`config.mk`:
```
export PLATFORM = sky130hd
export DESIGN_NAME = lcd_status_reader
export DESIGN_NICKNAME = d
export VERILOG_FILES = /design/src/rtl/lcd_status_reader.sv
export SDC_FILE = /design/constraint.sdc
export NUM_CORES = 1
export LEC_CHECK = 0
export CAP_MARGIN = 20
export CORE_AREA = 8 8 64 66
export DETAILED_ROUTE_END_ITERATION = 16
export DIE_AREA = 0 0 72 74
export PLACE_DENSITY = 0.76
export SYNTH_ARGS = -nofsm -noshare
export SYNTH_HDL_FRONTEND = slang
export SYNTH_SLANG_ARGS = --single-unit
```
`constraint.sdc`:
```
create_clock -name clock -period 1.8 [get_ports clock]
set_input_delay 0.45 -clock clock [delete_from_list [all_inputs] [get_ports clock]]
set_output_delay 0.45 -clock clock [all_outputs]
set_load 0.01 [all_outputs]
```
`src/rtl/lcd_status_reader.sv`:
```
// HD44780 busy-flag / address-counter reader: runs RS=0, RW=1 read cycles on the
// shared LCD bus and optionally repeats them until the controller reports not-busy.
module lcd_status_reader #(
    parameter int SETUP_CYCLES   = 2,
    parameter int EN_HIGH_CYCLES = 25,
    parameter int HOLD_CYCLES    = 2,
    parameter int GAP_CYCLES     = 25,
    parameter int MAX_POLLS      = 255
) (
    input  logic       clock,
    input  logic       reset_n,
    input  logic       start,
    input  logic       poll,
    input  logic [7:0] lcd_data_in,
    output logic       lcd_rs,
    output logic       lcd_rw,
    output logic       lcd_en,
    output logic       owns_bus,
    output logic       ready,
    output logic       done,
    output logic       busy_flag,
    output logic [6:0] addr_counter,
    output logic       timeout
);

    localparam int MAX_AB    = (SETUP_CYCLES > EN_HIGH_CYCLES) ? SETUP_CYCLES : EN_HIGH_CYCLES;
    localparam int MAX_CD    = (HOLD_CYCLES > GAP_CYCLES) ? HOLD_CYCLES : GAP_CYCLES;
    localparam int MAX_PHASE = (MAX_AB > MAX_CD) ? MAX_AB : MAX_CD;
    localparam int CNT_W     = $clog2(MAX_PHASE + 1);

    typedef logic [CNT_W-1:0] cnt_t;

    localparam cnt_t       SETUP_LAST = cnt_t'(SETUP_CYCLES - 1);
    localparam cnt_t       EN_LAST    = cnt_t'(EN_HIGH_CYCLES - 1);
    localparam cnt_t       HOLD_LAST  = cnt_t'(HOLD_CYCLES - 1);
    localparam cnt_t       GAP_LAST   = cnt_t'(GAP_CYCLES - 1);
    localparam logic [7:0] POLL_LIMIT = 8'(MAX_POLLS);

    typedef enum logic [2:0] {
        S_IDLE,
        S_SETUP,
        S_EN_HIGH,
        S_HOLD,
        S_GAP,
        S_DONE
    } state_t;

    state_t     state_reg, state_next;
    cnt_t       count_reg, count_next;
    logic       poll_mode_reg, poll_mode_next;
    logic [7:0] poll_cnt_reg, poll_cnt_next;
    logic       busy_flag_reg, busy_flag_next;
    logic [6:0] addr_reg, addr_next;
    logic       timeout_reg, timeout_next;
    logic       lcd_en_reg, lcd_en_next;
    logic       lcd_rw_reg, lcd_rw_next;
    logic       owns_bus_reg, owns_bus_next;
    logic       ready_reg, ready_next;
    logic       done_reg, done_next;

    always_comb begin
        state_next     = state_reg;
        count_next     = count_reg + cnt_t'(1);
        poll_mode_next = poll_mode_reg;
        poll_cnt_next  = poll_cnt_reg;
        busy_flag_next = busy_flag_reg;
        addr_next      = addr_reg;
        timeout_next   = timeout_reg;

        case (state_reg)
            S_IDLE, S_DONE: begin
                count_next = '0;
                state_next = S_IDLE;
                if (start) begin
                    state_next     = S_SETUP;
                    poll_mode_next = poll;
                    poll_cnt_next  = '0;
                end
            end
            S_SETUP: begin
                if (count_reg == SETUP_LAST) begin
                    state_next = S_EN_HIGH;
                    count_next = '0;
                end
            end
            S_EN_HIGH: begin
                // Sample on the edge that ends the strobe, while data is still valid.
                if (count_reg == EN_LAST) begin
                    state_next     = S_HOLD;
                    count_next     = '0;
                    busy_flag_next = lcd_data_in[7];
                    addr_next      = lcd_data_in[6:0];
                    if (poll_cnt_reg < POLL_LIMIT) begin
                        poll_cnt_next = poll_cnt_reg + 8'd1;
                    end
                end
            end
            S_HOLD: begin
                if (count_reg == HOLD_LAST) begin
                    count_next = '0;
                    if (poll_mode_reg && busy_flag_reg && (poll_cnt_reg < POLL_LIMIT)) begin
                        state_next = S_GAP;
                    end else begin
                        state_next   = S_DONE;
                        timeout_next = poll_mode_reg && busy_flag_reg;
                    end
                end
            end
            S_GAP: begin
                if (count_reg == GAP_LAST) begin
                    state_next = S_SETUP;
                    count_next = '0;
                end
            end
            default: begin
                state_next = S_IDLE;
                count_next = '0;
            end
        endcase

        // Pin outputs are decoded from the next state so they come straight off flops.
        lcd_en_next   = (state_next == S_EN_HIGH);
        owns_bus_next = (state_next == S_SETUP) || (state_next == S_EN_HIGH) ||
                        (state_next == S_HOLD)  || (state_next == S_GAP);
        lcd_rw_next   = owns_bus_next;
        ready_next    = (state_next == S_IDLE) || (state_next == S_DONE);
        done_next     = (state_next == S_DONE);
    end

    always_ff @(posedge clock or negedge reset_n) begin
        if (!reset_n) begin
            state_reg     <= S_IDLE;
            count_reg     <= '0;
            poll_mode_reg <= 1'b0;
            poll_cnt_reg  <= '0;
            busy_flag_reg <= 1'b0;
            addr_reg      <= '0;
            timeout_reg   <= 1'b0;
            lcd_en_reg    <= 1'b0;
            lcd_rw_reg    <= 1'b0;
            owns_bus_reg  <= 1'b0;
            ready_reg     <= 1'b1;
            done_reg      <= 1'b0;
        end else begin
            state_reg     <= state_next;
            count_reg     <= count_next;
            poll_mode_reg <= poll_mode_next;
            poll_cnt_reg  <= poll_cnt_next;
            busy_flag_reg <= busy_flag_next;
            addr_reg      <= addr_next;
            timeout_reg   <= timeout_next;
            lcd_en_reg    <= lcd_en_next;
            lcd_rw_reg    <= lcd_rw_next;
            owns_bus_reg  <= owns_bus_next;
            ready_reg     <= ready_next;
            done_reg      <= done_next;
        end
    end

    assign lcd_rs       = 1'b0;
    assign lcd_rw       = lcd_rw_reg;
    assign lcd_en       = lcd_en_reg;
    assign owns_bus     = owns_bus_reg;
    assign ready        = ready_reg;
    assign done         = done_reg;
    assign busy_flag    = busy_flag_reg;
    assign addr_counter = addr_reg;
    assign timeout      = timeout_reg;

endmodule

```
==> impl_metrics.ini, run 1 <==
[route]
num_vias = 1186
firstDrtPassIters = 4
drtIter0Drc = 105
antenna_left = 0
drc_errors = 0
viasPerCell = 5.42
routed_wl_um = 3240
wl_per_cell_um = 14.8

[placed_design]
place_area_um2 = 1860
place_congestion = 0.929
port-buffer-count = 25
dp_hpwl_um = 2390

[floorplanning]
die_h_um = 74
rows = 21
ios = 27
start_util = 0.481
dieArea_um2 = 5330
die_x_um = 72
coreArea_um2 = 3180

[grt]
antenna_found_initial = 0
overflow = 0
grt_pass1_vias = 1156
grt_use_met3 = 0.0377
grt-busiest-layer = met2
grt_usage = 0.131
grt_pass1_wl_um = 5430
use_met1 = 0.142
grt_util_met2 = 0.233
grt_start_max_net_pins = 31

[pwr]
leakagePower_uw = 0.000865
powerDensity_nw_per_um2 = 1210
vdd_drop_max_mv = 0.858

[logic_synthesis]
synth_cell_types = 43
yosysWarnings = 0
syn_inst = 137
synthMostInstantiatedCell = dfrtp_1
synth-seq-cells = 30
synth_area_leaders = dfrtp_1, mux2_2, ha_1, mux2i_1, nand2_1
yosys.area.top_type = dfrtp_1
ys_async_sr_fraction = 1.00
ys_seq_area_frac = 0.491
syn_area_um2 = 1530
synth_top_area_share = 0.474
syn_area_per_cell_um2 = 11.2
ys_top_cells_by_count = dfrtp_1, nand2_1, mux2_2
syn-num-nets = 153
synth_edf_count = 0
synth_flop_cell = dfrtp_1

[setup_path]
crit_arrival_ns = 1.97
cp.required_ns = 2.00
r2r-start = count_reg[1]
critical_path.startpoint = count_reg[1]
crit_path_start_kind = flip-flop
critPathKind = reg2reg
crit_path_max_fanout = 3
crit_path_end_kind = flip-flop

[sta]
fin_crit_sh = 0.981
fin_skew_ns = 0.00961
max_freq_mhz = 566
finalSetupViolCount = 0
finalHoldViolCount = 0
slew_violations = 0
rsz0062_at_grt = yes
fin_crit_ns = 1.77

[clocking]
cts_buffer_depth = 2
clock_latency_ns = 0.32
cts.sinks = 30
cts.clk_slew.worst_paths_ns = 0.10
cts_tree = done
htree_levels = 2
cts_made_buffers = 5
clockRootBuffer = clkbuf_4

[layout]
drive_above_1_share = 0.202
multi_input_area_um2 = 723
seqCellArea_um2 = 753
fin_util = 0.608
area_growth_pct = 26.3
final_nets = 188
diodes = 0
largest_register_ffs = 8
design_area_um2 = 1930
final.fill_count = 259

[outcome]
status = complete, no violations

[min_path]
hold_start = count_reg[0]
hp-class = reg2reg

[flow_run]
cap_violations = 0
power by group:
group | internal (uW) | switching [uW] | leakage, uW
Clock | 149 | 226 | 0.0000320
Sequential | 829 | 111 | 0.000380
Combinational | 516 | 514 | 0.000453
timing repair:
| item | in CTS | in global routing |
|---|---|---|
| hold buffers | 0 | 0 |
| resized for setup | 1 | 5 |
| endpoints found under the setup margin | 1 | 18 |
| endpoints found under the hold margin | 0 | 0 |
| buffers inserted | 0 | 1 |
worst paths after layout:
path                                   endpoint  slack (ns)  cells after the start
worst max-delay path               state_reg[0]        0.03                      6
worst max register to register     state_reg[0]        0.03                      6
worst min register to register     count_reg[0]        0.50                      1
min in group asynchronous       addr_counter[1]        0.51                      2
max in group asynchronous                 ready        0.97                      2
worst min-delay path               count_reg[0]        0.50                      1
cells in the final DEF (no fill, tap or decap), types with 3 or more instances in the layout:
| cell | synthesis | routed |
|---|---|---|
| a22oi_1 | 3 | 3 |
| and3_1 | 3 | 3 |
| and4_1 | 3 | 3 |
| buf_4 | 5 | 8 |
| clkbuf_4 | 0 | 5 |
| clkdlybuf4s50_1 | 0 | 24 |
| dfrtp_1 | 29 | 28 |
| ha_1 | 4 | 4 |
| inv_1 | 5 | 5 |
| mux2_2 | 9 | 9 |
| mux2i_1 | 5 | 5 |
| nand2_1 | 12 | 12 |
| nand2b_1 | 3 | 3 |
| nand3_1 | 6 | 6 |
| nor2_1 | 7 | 7 |
| nor2b_1 | 3 | 3 |
| xor2_1 | 4 | 4 |
worst max-delay path: stages, from the launching register on:
cell      delay, ns
dfrtp_1        0.41
inv_1          0.08
ha_1           0.17
or4b_4         0.47
a22oi_1        0.21
o22ai_1        0.14
o21bai_1       0.17
cells by family after synthesis:
group | Yosys count | share of synthesized area
AND/OR/NAND/NOR | 52 | 0.204
flip-flops | 30 | 0.491
AO/OA/AOI/OAI | 19 | 0.0924
multiplexers | 14 | 0.0989
buffers and inverters | 11 | 0.0442
XOR/XNOR | 6 | 0.0343
adder cells (fa/ha/maj) | 4 | 0.0327
other | 1 | 0.00245
area by class of cell:
class | instances | area share
Timing Repair Buffer | 34 | 0.170
Tap cell | 46 | 0.0298
Clock inverter | 2 | 0.00518
Multi-Input combinational cell | 96 | 0.374
Inverter | 5 | 0.00971
Clock buffer | 6 | 0.0214
Sequential cell | 30 | 0.390
metal layers:
layer,share of wire,wire (um),vias to the layer above
met5,0,0,-
met3,0.039,127,4
met2,0.57,1830,21
li1,-,-,560
met1,0.39,1250,601
met4,0.0071,23,0
metrics by stage:
stage / cells / TNS, ns / setup WS [ns] / power [uW] / hold WS [ns]
detailed placement: 210 / -0.240 / -0.0825 / 1950 / 0.487
global placement: 210 / -0.0956 / -0.0404 / 1900 / 0.488
CTS: 218 / 0 / 0.0190 / 2330 / 0.504
floorplan: 137 / 0 / 0.214 / 1610 / 0.154
finish: 219 / 0 / 0.0347 / 2340 / 0.501
global route: 219 / -0.0146 / -0.0146 / 2520 / 0.532
(Power assumes the default switching activity.)
==> inputs of run 2 (changes only) <==
Settings changed: CORE_AREA 8 8 64 66 to 8 8 63 65, CTS_BUF_LIST from default to sky130_fd_sc_hd__clkbuf_2, DIE_AREA 0 0 72 74 to 0 0 71 73, PLACE_DENSITY 0.76 to 0.78.
==> impl_metrics.ini, run 2 (same netlist as run 1, synthesis figures left out) <==
[layout]
diodes = 0
layout_commonest_cell = dfrtp_1
final_nets = 189
mostFrequentLayoutCells = dfrtp_1, clkdlybuf4s50_1, nand2_1
drive_above_1_share = 0.218
area_growth_pct = 27.2
largest_register_ffs = 8
design_area_um2 = 1950

[clocking]
cts_made_buffers = 5
cts.clk_slew.worst_paths_ns = 0.17
cts_buffer_depth = 2
cts_tree = done
clock_latency_ns = 0.36
clockRootBuffer = clkbuf_2
cts.sinks = 30
htree_levels = 2

[setup_path]
cp.required_ns = 2.05
critPathKind = reg2reg
crit_path_max_fanout = 5
crit_path_end_kind = flip-flop
crit_path_start_kind = flip-flop
crit_arrival_ns = 2.05

[pwr]
p_clk_frac = 0.141
powerDensity_nw_per_um2 = 1200
leakagePower_uw = 0.000916
power.share.switching = 0.381
p_int_uw = 1450
seq_power_share = 0.400
power.switching_uw = 892
vdd_drop_max_mv = 0.652
power.share.combinational = 0.459

[floorplanning]
start_util = 0.518
die_x_um = 71
rows = 20
ios = 27
dieArea_um2 = 5180
coreArea_um2 = 2950
die_h_um = 73

[sta]
fin_crit_ns = 1.80
setup_tns_ns = 0
fin_crit_sh = 0.999
slew_violations = 0
fin_skew_ns = 0.0117
finalHoldViolCount = 0
finalSetupViolCount = 0
max_freq_mhz = 556
hold_ws_ns = 0.450

[outcome]
status = complete, no violations

[grt]
grt_pass1_vias = 1179
grt_pass1_wl_um = 5460
antenna_found_initial = 0
overflow = 0
grt_start_max_net_pins = 31
grt_usage = 0.134

[route]
num_vias = 1163
wl_per_cell_um = 16.0
routed_wl_um = 3310
antenna_left = 0
viasPerCell = 5.62
drc_errors = 0
firstDrtPassIters = 4
drtIter0Drc = 112

[placed_design]
dp_hpwl_um = 2390
port-buffer-count = 25
place_area_um2 = 1850
place_congestion = 0.881

[min_path]
hp-class = in2async

[flow_run]
cap_violations = 0
run 2: cell count changes in the layout (fill, tap and decap cells not counted), sizes merged:
cell           change
clkdlybuf4s50      -6
dlymetal6s2s       +5
buf                +1
clkbuf             -1
clkinvlp           +1
dlygate4sd2        +1
run 2: timing repair:
action                                  CTS  global route
setup buffers                             0             2
pin swaps                                 0             2
hold buffers                              0             0
endpoints found under the setup margin    2            19
resized for setup                         2            13
run 2: path summary, 6_finish.rpt:
kind	start	endpoint	slack (ns)	cells after the start
setup / recovery	count_reg[1]	count_reg[3]	0.002	6
hold / removal	reset_n	poll_cnt_reg[4]	0.45	2
setup reg to reg	count_reg[1]	count_reg[3]	0.002	6
hold reg to reg	addr_counter[5]	addr_counter[5]	0.52	1
max in group asynchronous	reset_n	ready	1.02	2
min in group clock	addr_counter[5]	addr_counter[5]	0.52	1
run 2: metal layers:
layer | GRT usage | vias to the layer above | wire length, um | part of all wire
met3 | 0.0508 | 4 | 129 | 0.039
met2 | 0.233 | 22 | 1770 | 0.54
li1 | - | 559 | - | -
met1 | 0.142 | 578 | 1370 | 0.41
met5 | 0 | - | 0 | 0
met4 | 0.0577 | 0 | 36 | 0.011
run 2: metrics by stage:
stage	worst slack, ns	instances	total power [uW]	util
5_1_grt	-0.103	207	2530	0.659
4_1_cts	0.0148	205	2270	0.638
3_5_place_dp	-0.0776	197	1950	0.625
2_1_floorplan	0.214	137	1610	-
6_report	0.00237	207	2340	0.659
3_3_place_gp	-0.0370	197	1900	0.625
run 2: critical path, cell delays in order, from the launching register on:
cell and delay (ns):
dfrtp_1 0.42, inv_1 0.09, ha_1 0.18, or4b_4 0.48
a22oi_1 0.24, o21a_2 0.21, nor3_1 0.07
run 2: area by class of cell:
| cell class | count | area [um2] |
|---|---|---|
| flip-flops and latches | 30 | 752 |
| well taps | 33 | 41.3 |
| fillers | 243 | 1010 |
| clock inverters | 3 | 16.3 |
| clock buffers | 5 | 25.0 |
| inverters | 5 | 18.8 |
| multi-input cells | 96 | 746 |
| repair buffers | 35 | 348 |
run 2: power groups by stage:
stage	Combinational, uW	Clock, uW	Sequential (uW)
3_5_place_dp	997	0	953
6_report	1080	331	938
3_3_place_gp	961	0	944
2_1_floorplan	643	0	966
5_1_grt	1190	371	961
4_1_cts	988	345	939
